==> src/rtl/ref_gen_dt.sv <==
// ref_gen_dt
//   Gated reference-frequency generator with a complementary dead-time pair.
//   The reference square wave has a half-period of L = CNT_MIN + min(inp, GEN_PARAMETER)
//   clock cycles. Starting and stopping always happen on full-period boundaries.
//   Each edge of the reference releases the newly-active drive only after
//   DEAD_CYC cycles.
//
// Ports
//   clk_i         system clock, rising edge
//   rst_ni        asynchronous active-low reset
//   en_i          run request (level)
//   inp_i         half-period tuning code, sampled only at start and at each reload
//   ref_o         raw reference square wave
//   out_a_o       high-side drive: ref with a delayed rising edge
//   out_b_o       low-side drive: ~ref with a delayed rising edge, only while busy
//   half_done_o   one-cycle pulse on every ref toggle, including the start toggle
//   busy_o        generator is running
module ref_gen_dt #(
  parameter int CLK_MHZ       = 100,
  parameter int FREQ_MID_KHZ  = 200,
  parameter int GEN_PARAMETER = 255,
  parameter int DEAD_CYC      = 4
) (
  input  logic                                 clk_i,
  input  logic                                 rst_ni,
  input  logic                                 en_i,
  input  logic [$clog2(GEN_PARAMETER+1)-1:0]   inp_i,
  output logic                                 ref_o,
  output logic                                 out_a_o,
  output logic                                 out_b_o,
  output logic                                 half_done_o,
  output logic                                 busy_o
);

  localparam int IW      = $clog2(GEN_PARAMETER + 1);
  localparam int CNT_MIN = (500 * CLK_MHZ) / FREQ_MID_KHZ - GEN_PARAMETER / 2;
  // Counter must hold the largest reload value CNT_MIN + GEN_PARAMETER - 1.
  localparam int CNT_W   = (CNT_MIN + GEN_PARAMETER > 2) ? $clog2(CNT_MIN + GEN_PARAMETER) : 1;
  localparam int DW      = (DEAD_CYC > 0) ? $clog2(DEAD_CYC + 1) : 1;

  if (CNT_MIN < 2) begin : g_bad_cnt_min
    $error("ref_gen_dt: CNT_MIN must be at least 2");
  end
  if (DEAD_CYC >= CNT_MIN) begin : g_bad_dead
    $error("ref_gen_dt: DEAD_CYC must be smaller than CNT_MIN");
  end

  typedef enum logic {
    S_IDLE = 1'b0,
    S_RUN  = 1'b1
  } state_t;

  // Clamp the tuning code into the legal span.
  function automatic logic [IW-1:0] sat_inp(input logic [IW-1:0] x);
    if ({1'b0, x} > (IW+1)'(GEN_PARAMETER)) return IW'(GEN_PARAMETER);
    return x;
  endfunction

  state_t           state_q, state_d;
  logic [CNT_W-1:0] cnt_q, cnt_d;
  logic [DW-1:0]    dcnt_q, dcnt_d;
  logic             ref_q, ref_d;
  logic             out_a_q, out_a_d;
  logic             out_b_q, out_b_d;
  logic             hd_q, hd_d;
  logic             busy_q, busy_d;
  logic [CNT_W-1:0] reload;

  // A reload of L-1 makes each ref level last exactly L cycles.
  assign reload = CNT_W'(CNT_MIN - 1) + CNT_W'(sat_inp(inp_i));

  always_comb begin
    state_d = state_q;
    cnt_d   = cnt_q;
    ref_d   = ref_q;
    hd_d    = 1'b0;
    dcnt_d  = dcnt_q;

    case (state_q)
      S_IDLE: begin
        if (en_i) begin
          state_d = S_RUN;
          ref_d   = 1'b1;
          cnt_d   = reload;
          hd_d    = 1'b1;
        end
      end
      S_RUN: begin
        if (cnt_q != '0) begin
          cnt_d = cnt_q - CNT_W'(1);
        end else if (ref_q) begin
          ref_d = 1'b0;
          cnt_d = reload;
          hd_d  = 1'b1;
        end else if (en_i) begin
          ref_d = 1'b1;
          cnt_d = reload;
          hd_d  = 1'b1;
        end else begin
          // Stop only at the end of a low half so the last period is whole.
          state_d = S_IDLE;
        end
      end
      default: state_d = S_IDLE;
    endcase

    // Dead-time counter restarts on every ref edge; drives wait for it to expire.
    if (ref_d != ref_q) begin
      dcnt_d = DW'(DEAD_CYC);
    end else if (dcnt_q != '0) begin
      dcnt_d = dcnt_q - DW'(1);
    end

    busy_d  = (state_d == S_RUN);
    out_a_d = ref_d & (dcnt_d == '0);
    out_b_d = ~ref_d & busy_d & (dcnt_d == '0);
  end

  always_ff @(posedge clk_i or negedge rst_ni) begin
    if (!rst_ni) begin
      state_q <= S_IDLE;
      cnt_q   <= '0;
      dcnt_q  <= '0;
      ref_q   <= 1'b0;
      out_a_q <= 1'b0;
      out_b_q <= 1'b0;
      hd_q    <= 1'b0;
      busy_q  <= 1'b0;
    end else begin
      state_q <= state_d;
      cnt_q   <= cnt_d;
      dcnt_q  <= dcnt_d;
      ref_q   <= ref_d;
      out_a_q <= out_a_d;
      out_b_q <= out_b_d;
      hd_q    <= hd_d;
      busy_q  <= busy_d;
    end
  end

  assign ref_o       = ref_q;
  assign out_a_o     = out_a_q;
  assign out_b_o     = out_b_q;
  assign half_done_o = hd_q;
  assign busy_o      = busy_q;

endmodule

==> config.mk <==
export PLATFORM = sky130hd
export DESIGN_NAME = ref_gen_dt
export DESIGN_NICKNAME = d
export VERILOG_FILES = /design/src/rtl/ref_gen_dt.sv
export SDC_FILE = /design/constraint.sdc
export NUM_CORES = 1
export LEC_CHECK = 0
export BUFFER_PORTS_ARGS = -buffer_cell sky130_fd_sc_hd__buf_2
export CORE_ASPECT_RATIO = 1.1
export CORE_MARGIN = 2
export CORE_UTILIZATION = 30
export CTS_BUF_LIST = sky130_fd_sc_hd__clkbuf_2 sky130_fd_sc_hd__clkbuf_4 sky130_fd_sc_hd__clkbuf_8
export DETAILED_ROUTE_END_ITERATION = 6
export PLACE_DENSITY = 0.48
export SLEW_MARGIN = 20
export SYNTH_ARGS = -nofsm -noshare
export SYNTH_HDL_FRONTEND = slang
export SYNTH_SLANG_ARGS = --single-unit
==> constraint.sdc <==
create_clock -name clk_i -period 3.3 [get_ports clk_i]
set_input_delay 0.33 -clock clk_i [delete_from_list [all_inputs] [get_ports clk_i]]
set_output_delay 0.33 -clock clk_i [all_outputs]
set_load 0.05 [all_outputs]
==> results.cfg, run 1 <==
[synth]
muxShareOfSynthArea_pct = 0.8734
synth-simple-area-share_pct = 24.24
syn_area_sq_um = 1146
synthXorXnorAreaFrac_pct = 3.821
ys_warn_count = 0
synthAdderAreaFrac_pct = 5.459
synth_top_family_by_area = simple AND/OR/NAND/NOR gates
synth_enable_flop_cells = 0
synthCells = 130
synth_compound_area_share_pct = 23.25
synth_seq_cells = 17
synth_seq_area_share_pct = 37.12
syn_area_per_cell_sq_um = 8.816
synth_flop_cell = dfrtp_1
ys_async_sr_fraction_pct = 100.0
synth.distinct_cells = 44
synth_nets = 146

[power_and_ir_drop]
p_leak_nw = 0.5539
p_total_mw = 1.033
p_per_area_nw_per_um2 = 792.2
peakVddDrop_v = 0.0001825

[timing]
finalHoldViolCount = 17
setup_ws_ns = 1.193
slew_viol_final = 0
finalClockSkew_ns = 0.001635
setup-tns-final_ns = 0
relSlewSlack_pct = 47.99
period_share_pct = 63.86
rsz0062_at_grt = no
setup_viol = 0
max_freq_mhz = 474.5
period_minus_slack_ns = 2.107
timing.hold.ws_ns = -0.007126
worst_pin_slew_ns = 0.7605

[finish]
utilization_pct = 35.67
nFillCells = 388
area_growth_pct = 13.76
nets = 161
final_common_cell = dfrtp_1
fin_area_sq_um = 1304
diodes = 0
final_cell_mix = dfrtp_1 (17), buf_2 (15), nor2_1 (11)
drive_gt1_share_pct = 18.75
fin_cells = 194

[critical_path]
cp.arrival_ns = 2.25
reg2reg_from = cnt_q[0]
worstRegToRegCells = 6
worstPathRequired_ns = 3.45
cp_max_fo = 7
crit_type = reg -> reg
critPathMaxStageDelay_ns = 0.51
r2r_setup_slack_ns = 1.19
crit_buf_inv = 1
slowest_stage = or4b_4
reg2reg_to = cnt_q[1]
crit_family = simple AND/OR/NAND/NOR gates
path_cells = inv_1, ha_1, or4b_4, nor2_2, o21ai_0, a221o_1
startpoint_type = flip-flop
endpoint_kind = flip-flop

[drt]
ant_nets = 0
drtIter0Drc = 33
drc = 0
drt-total-wl_um = 2724
drt_pass1_iterations = 4
wl_per_cell_um = 14.04
vias_per_cell = 5.361
vias = 1040

[clocking]
numCtsBuffers = 3
clk_pin_slew_ns = 0.07
post_cts_resized = 0
root_buffer = clkbuf_8
cts_tree = built
post_cts_buffers = 0
htree_levels = 1
cts_sinks = 17
clkLatencyLatePin_ns = 0.26
postCtsHoldBufs = 0
clockBufferDepth = 2

[placement]
place_inst = 190
gp_congestion = 0.8676
dp_slack_ns = 1.214
dpl.hpwl_um = 2024
post_dp_cell_area_sq_um = 1257
portBuffers = 15

[global_route]
grt_overflow = 0
groute.usage.overall_pct = 14.29
antenna_found_initial = 0
grt_pass1_wl_um = 4678
grt_max_degree = 20
grt_pass1_vias = 991

[floorplan]
core-area_sq_um = 3655
chipHeight_um = 68.83
start_util_pct = 31.36
die-area_sq_um = 4331
boundaryPins = 16
rows = 23
die_x_um = 62.93

[outcome]
violations = negative hold slack
status = complete, but fails checks

[flow_run]
max-cap-violations = 0

[hold_path]
min-delay-path-class = in -> async
-- final cells by class --
type | count | area [sq um] | share of cell area, %
Inverter | 9 | 33.78 | 2.591
Sequential cell | 17 | 425.4 | 32.63
Clock inverter | 1 | 5.005 | 0.3839
Multi-Input combinational cell | 99 | 660.6 | 50.67
Tap cell | 50 | 62.56 | 4.798
Clock buffer | 3 | 41.29 | 3.167
Timing Repair Buffer | 15 | 75.07 | 5.758
-- worst max path at each step --
| stage | depth (start not counted) | slack, ns | end | from |
|---|---|---|---|---|
| after floorplan | 6 | 1.41 | cnt_q[0] | cnt_q[0] |
| after global placement | 6 | 1.24 | cnt_q[1] | cnt_q[0] |
| after detailed placement | 6 | 1.21 | cnt_q[1] | cnt_q[0] |
| after CTS | 6 | 1.21 | cnt_q[1] | cnt_q[0] |
| after global routing | 7 | 1.05 | cnt_q[6] | cnt_q[0] |
| final | 6 | 1.19 | cnt_q[1] | cnt_q[0] |
-- flip-flops by register name (all words and copies together) (netlist names) --
signal / cells
cnt_q: 9
out_b_o: 1
dcnt_q: 3
half_done_o: 1
ref_o: 1
busy_o: 1
out_a_o: 1
-- report_power, final --
part,leakage [nW],internal [mW],switching [mW],total (mW)
Clock,0.0255,0.0841,0.0793,0.163
Sequential,0.207,0.296,0.125,0.421
Combinational,0.322,0.201,0.247,0.448
-- synthesized netlist by cell type, types with 2 or more instances --
cell        n  area [sq um]
o311ai_0    2         17.52
xor2_1      3         26.28
a31oi_1     3         18.77
clkbuf_1    4         15.01
dfrtp_1    17         425.4
nor2b_1     2         12.51
or4_1       2         15.01
nand2_1    10         37.54
a21boi_0    3         22.52
a2111oi_0   2         17.52
nor3_1      2         10.01
a21oi_1     7         35.03
ha_1        5         62.56
or2_2       2         12.51
a21o_1      2         15.01
nor4_1      3         18.77
xnor2_1     2         17.52
nand3_1     4         20.02
o21ai_0     7         35.03
inv_1       9         33.78
or3_1       2         12.51
nand2b_1    2         12.51
nor2_1     11         41.29
o211ai_1    4         30.03
-- layer usage --
metal	GRT usage (%)	part of all wire, %	vias up
met4	10.56	2.8	0
met2	24.07	46	30
li1	-	-	510
met5	0	0	-
met3	2.597	4.5	4
met1	16.62	47	496
-- cell families after synthesis --
| kind of cell | count (synthesis) |
|---|---|
| buffers and inverters | 14 |
| AO/OA/AOI/OAI | 38 |
| flip-flops | 17 |
| XOR/XNOR | 5 |
| adder cells (fa/ha/maj) | 5 |
| AND/OR/NAND/NOR | 50 |
| multiplexers | 1 |
(Power assumes the default switching activity.)
==> inputs of run 2 (changes only) <==
==> constraint.sdc (replaced) <==
create_clock -name clk_i -period 2.2 [get_ports clk_i]
set_input_delay 0.22 -clock clk_i [delete_from_list [all_inputs] [get_ports clk_i]]
set_output_delay 0.22 -clock clk_i [all_outputs]
set_load 0.05 [all_outputs]
==> run 2 against run 1 <==
The flow now finishes without violations. Non-clock buffer count rose by 3. Global-route usage is 1.2 points higher. Worst hold slack gained 0.24 ns. Clock power grew 50%. First-iteration DRC count rose by 55%. Fmax increased by 4.0%. Routed wire length up 4.5%. Final cell count rose by 1.5%.
==> results.cfg, run 2 (synthesis gave the netlist of run 1 again) <==
[drt]
wl_per_cell_um = 14.45
drc = 0
vias = 1044
vias_per_cell = 5.299
drt_pass1_iterations = 4
drtIter0Drc = 51
drt-total-wl_um = 2846
ant_nets = 0

[floorplan]
die-area_sq_um = 4331
core-area_sq_um = 3655
rows = 23
boundaryPins = 16
start_util_pct = 31.36
chipHeight_um = 68.83
die_x_um = 62.93

[timing]
period_share_pct = 92.13
rsz0062_at_grt = no
worst_pin_slew_ns = 0.6940
setup_viol = 0
setup-tns-final_ns = 0
relSlewSlack_pct = 52.54
finalHoldViolCount = 0
max_freq_mhz = 493.4
finalClockSkew_ns = 0.002176
timing.hold.ws_ns = 0.2346
slew_viol_final = 0
period_minus_slack_ns = 2.027

[finish]
final_cell_mix = dfrtp_1 (17), buf_2 (15), nor2_1 (11)
regMostFlops = cnt_q
multi_input_area_sq_um = 670.6
nFillCells = 388
regArea_sq_um = 425.4
reg_top3 = cnt_q (9), dcnt_q (3)
diodes = 0
final_common_cell = dfrtp_1
largest_reg_flops = 9
area_growth_pct = 16.81
nets = 164
drive_gt1_share_pct = 20.41
utilization_pct = 36.63

[global_route]
grt_pass1_vias = 1069
grt_overflow = 0
grt_pass1_wl_um = 5202
grt_max_degree = 20
antenna_found_initial = 0
groute.usage.overall_pct = 15.44

[hold_path]
min-delay-path-class = in -> reg

[critical_path]
reg2reg_from = cnt_q[0]
startpoint_type = flip-flop
cp-endpoint = cnt_q[0]
cp_max_fo = 7
worstPathRequired_ns = 2.40
r2r_setup_slack_ns = 0.17
reg2reg_to = cnt_q[0]
crit_type = reg -> reg
cp.arrival_ns = 2.23
worstRegToRegCells = 6
endpoint_kind = flip-flop
startpoint = cnt_q[0]

[power_and_ir_drop]
p_leak_nw = 0.5680
p_total_mw = 1.578
p_per_area_nw_per_um2 = 1179
peakVddDrop_v = 0.0002719

[placement]
gp_congestion = 0.8480
portBuffers = 15
dpl.hpwl_um = 2172

[clocking]
clockBufferDepth = 2
post_cts_buffers = 0
clkLatencyLatePin_ns = 0.26
numCtsBuffers = 3
clk_pin_slew_ns = 0.07
root_buffer = clkbuf_8
cts_tree = built
htree_levels = 1
cts_sinks = 17

[outcome]
status = finished, final reports clean

[flow_run]
max-cap-violations = 0
==> run 2: how the worst min path moves through the flow <==
stage / startpoint / end / slack, ns / cells after the start
final: inp_i[7] / cnt_q[8] / 0.23 / 3
after global routing: inp_i[7] / cnt_q[8] / 0.26 / 3
after detailed placement: rst_ni / busy_o / 0.17 / 1
after CTS: inp_i[7] / cnt_q[8] / 0.25 / 3
after global placement: rst_ni / cnt_q[1] / 0.17 / 1
after floorplan: rst_ni / busy_o / -0.08 / 0
==> run 2: where the power goes <==
| group | leakage [nW] | switching [mW] | internal (mW) |
|---|---|---|---|
| combinational | 0.336 | 0.380 | 0.314 |
| clock | 0.0255 | 0.119 | 0.126 |
| sequential | 0.207 | 0.195 | 0.444 |
==> run 2: worst max-delay path, cell delays in order, from the launching register on <==
cell and delay [ns]:
dfrtp_1 0.44, inv_1 0.11, ha_2 0.23, or4b_4 0.51
or3_1 0.38, a21oi_2 0.17, a211o_1 0.13
==> run 2: final cells by class <==
| cell class | instances | area share [%] |
|---|---|---|
| Tap cell | 50 | 4.673 |
| Inverter | 9 | 2.523 |
| Timing Repair Buffer | 18 | 7.477 |
| Clock buffer | 3 | 3.084 |
| Clock inverter | 1 | 0.3738 |
| Sequential cell | 17 | 31.78 |
| Multi-Input combinational cell | 99 | 50.09 |
==> run 2: per-layer routing <==
layer  global-route usage [%]  share of wire [%]  vias to the layer above
li1                         -                  -                      514
met1                    19.46                 45                      493
met2                    26.73                 49                       32
met3                    2.273                4.1                        5
met4                    6.667                1.9                        0
met5                        0                  0                        -
==> run 2: per-stage QoR <==
stage	instance area [sq um]	setup slack (ns)	cells
2_1_floorplan	1146	0.3088	130
3_3_place_gp	1272	0.2032	192
3_5_place_dp	1272	0.1666	192
4_1_cts	1329	0.1431	197
5_1_grt	1339	0.04276	197
6_report	1339	0.1732	197
==> run 2: what timing repair did <==
item / 4_1_cts / 5_1_grt
hold buffers: 1 / 0
setup endpoints to repair: 0 / 3
gates resized for setup: 0 / 2
hold endpoints to repair: 17 / 0
==> inputs of run 3 (changes only) <==
--- a/config.mk
+++ b/config.mk
@@ -6,12 +6,14 @@
 export NUM_CORES = 1
 export LEC_CHECK = 0
 export BUFFER_PORTS_ARGS = -buffer_cell sky130_fd_sc_hd__buf_2
+export CELL_PAD_IN_SITES_DETAIL_PLACEMENT = 1
+export CELL_PAD_IN_SITES_GLOBAL_PLACEMENT = 2
 export CORE_ASPECT_RATIO = 1.1
 export CORE_MARGIN = 2
 export CORE_UTILIZATION = 30
 export CTS_BUF_LIST = sky130_fd_sc_hd__clkbuf_2 sky130_fd_sc_hd__clkbuf_4 sky130_fd_sc_hd__clkbuf_8
 export DETAILED_ROUTE_END_ITERATION = 6
-export PLACE_DENSITY = 0.48
+export PLACE_DENSITY = 0.71
 export SLEW_MARGIN = 20
 export SYNTH_ARGS = -nofsm -noshare
 export SYNTH_HDL_FRONTEND = slang
==> run 3 against run 2 <==
Clock power up 2%. Count of clock-buffer cells in the layout unchanged. Sequential share of layout area up 0.24 points. Fmax down 1.1%. Power up 3.2%. Critical endpoint is now cnt_q[1]. Critical path type unchanged. Global-route usage up 1.8 points. Final cell count unchanged. Die area unchanged. Register-to-register slack worse by 0.02 ns. First-iteration DRC count down 18%.
==> results.cfg, run 3 (synthesis gave the netlist of run 1 again) <==
[outcome]
status = finished, final reports clean

[power_and_ir_drop]
p_per_area_nw_per_um2 = 1226
peakVddDrop_v = 0.0002452
p_leak_nw = 0.5686

[clocking]
clkLatencyLatePin_ns = 0.26
post_cts_resized = 0
cts_sinks = 17
numCtsBuffers = 3
clk_pin_slew_ns = 0.07
clockBufferDepth = 2
root_buffer = clkbuf_8
htree_levels = 1
post_cts_buffers = 0
cts_tree = built

[finish]
largest_reg_flops = 9
fin_area_sq_um = 1329
regArea_sq_um = 425.4
utilization_pct = 36.36
diodes = 0
final_common_cell = dfrtp_1
final_cell_mix = dfrtp_1 (17), buf_2 (15), nor2_1 (11)
drive_gt1_share_pct = 19.73
reg_top3 = cnt_q (9), dcnt_q (3)
area_growth_pct = 15.94
regMostFlops = cnt_q
nets = 164
multi_input_area_sq_um = 660.6
nFillCells = 461

[floorplan]
boundaryPins = 16
core-area_sq_um = 3655
rows = 23
chipHeight_um = 68.83
die_x_um = 62.93
start_util_pct = 31.36
die-area_sq_um = 4331

[critical_path]
cp_max_fo = 7
crit_type = reg -> reg
reg2reg_to = cnt_q[1]
startpoint_type = flip-flop
worstPathRequired_ns = 2.35
reg2reg_from = cnt_q[0]
endpoint_kind = flip-flop
r2r_setup_slack_ns = 0.15
cp.arrival_ns = 2.20
worstRegToRegCells = 6

[global_route]
grt_pass1_vias = 1152
groute.usage.overall_pct = 17.24
grt_pass1_wl_um = 5582
antenna_found_initial = 0
grt_max_degree = 20
grt_overflow = 0

[hold_path]
worstHoldStart = inp_i[7]
min_delay_worst_endpoint = cnt_q[8]
whs_path_depth = 3
min-delay-path-class = in -> reg

[drt]
wl_met3_um = 106
vias = 1089
highest_layer = met4
drc = 0
drt-total-wl_um = 3335
wl_met2_um = 1611
ant_nets = 0
drt_pass1_iterations = 4
vias_per_cell = 5.528
wl_per_cell_um = 16.93
drtIter0Drc = 42
met1_length_um = 1504

[timing]
finalClockSkew_ns = 0.001726
rsz0062_at_grt = no
relSlewSlack_pct = 53.32
setup_viol = 0
slew_viol_final = 0
period_minus_slack_ns = 2.050
max_freq_mhz = 487.8
finalHoldViolCount = 0
period_share_pct = 93.18
setup-tns-final_ns = 0
worst_pin_slew_ns = 0.6825

[placement]
dpl.hpwl_um = 2503
post_dp_cell_area_sq_um = 1272
portBuffers = 15
gp_congestion = 0.8425

[flow_run]
max-cap-violations = 0
run 3: changes by cell type in the layout (fill, tap and decap cells not counted):
cell | previous run | this run
ha_1 | 4 | 5
ha_2 | 1 | 0
o21ai_2 | 0 | 1
o21ai_4 | 1 | 0
run 3: per-stage QoR:
| stage | setup slack, ns | total power [mW] | std cells | hold WS [ns] |
|---|---|---|---|---|
| 2_1_floorplan | 0.3088 | 1.152 | 130 | -0.07559 |
| 3_3_place_gp | 0.2648 | 1.338 | 192 | 0.1792 |
| 3_5_place_dp | 0.1702 | 1.378 | 192 | 0.1798 |
| 4_1_cts | 0.1576 | 1.635 | 197 | 0.2338 |
| 5_1_grt | 0.02671 | 1.781 | 197 | 0.2569 |
| 6_report | 0.1501 | 1.629 | 197 | 0.2293 |
run 3: worst max path at each step:
stage / from / endpoint / slack (ns) / depth (start not counted)
3_3_place_gp: cnt_q[0] / cnt_q[1] / 0.26 / 6
3_5_place_dp: cnt_q[0] / cnt_q[1] / 0.17 / 6
6_report: cnt_q[0] / cnt_q[1] / 0.15 / 6
5_1_grt: cnt_q[0] / cnt_q[1] / 0.03 / 6
2_1_floorplan: cnt_q[0] / cnt_q[0] / 0.31 / 6
4_1_cts: cnt_q[0] / cnt_q[1] / 0.16 / 6
run 3: area by class of cell:
class | instances | area share [%]
tap | 50 | 4.708
timing repair buffer | 18 | 7.533
multi-input combinational | 99 | 49.72
sequential | 17 | 32.02
clock buffer | 3 | 3.107
inverter | 9 | 2.542
clock inverter | 1 | 0.3766
run 3: critical path: stages, from the launching register on:
cell and delay [ns]:
dfrtp_1 0.45, inv_1 0.11, ha_1 0.16, or4b_4 0.49
nor2_2 0.27, o21ai_0 0.14, a221o_1 0.31
run 3: timing repair:
| item | in CTS | in global routing |
|---|---|---|
| endpoints found under the setup margin | 0 | 0 |
| hold buffers | 1 | 0 |
| hold endpoints to repair | 17 | 0 |
run 3: power by group:
part / internal (mW) / total, mW / switching [mW]
Sequential: 0.443 / 0.658 / 0.214
Clock: 0.126 / 0.251 / 0.124
Combinational: 0.319 / 0.720 / 0.402
run 3: metal layers:
| layer | vias up | global-route usage, % |
|---|---|---|
| li1 | 514 | - |
| met1 | 539 | 19.84 |
| met2 | 27 | 31.65 |
| met3 | 9 | 1.786 |
| met4 | 0 | 10.28 |
| met5 | - | 0 |
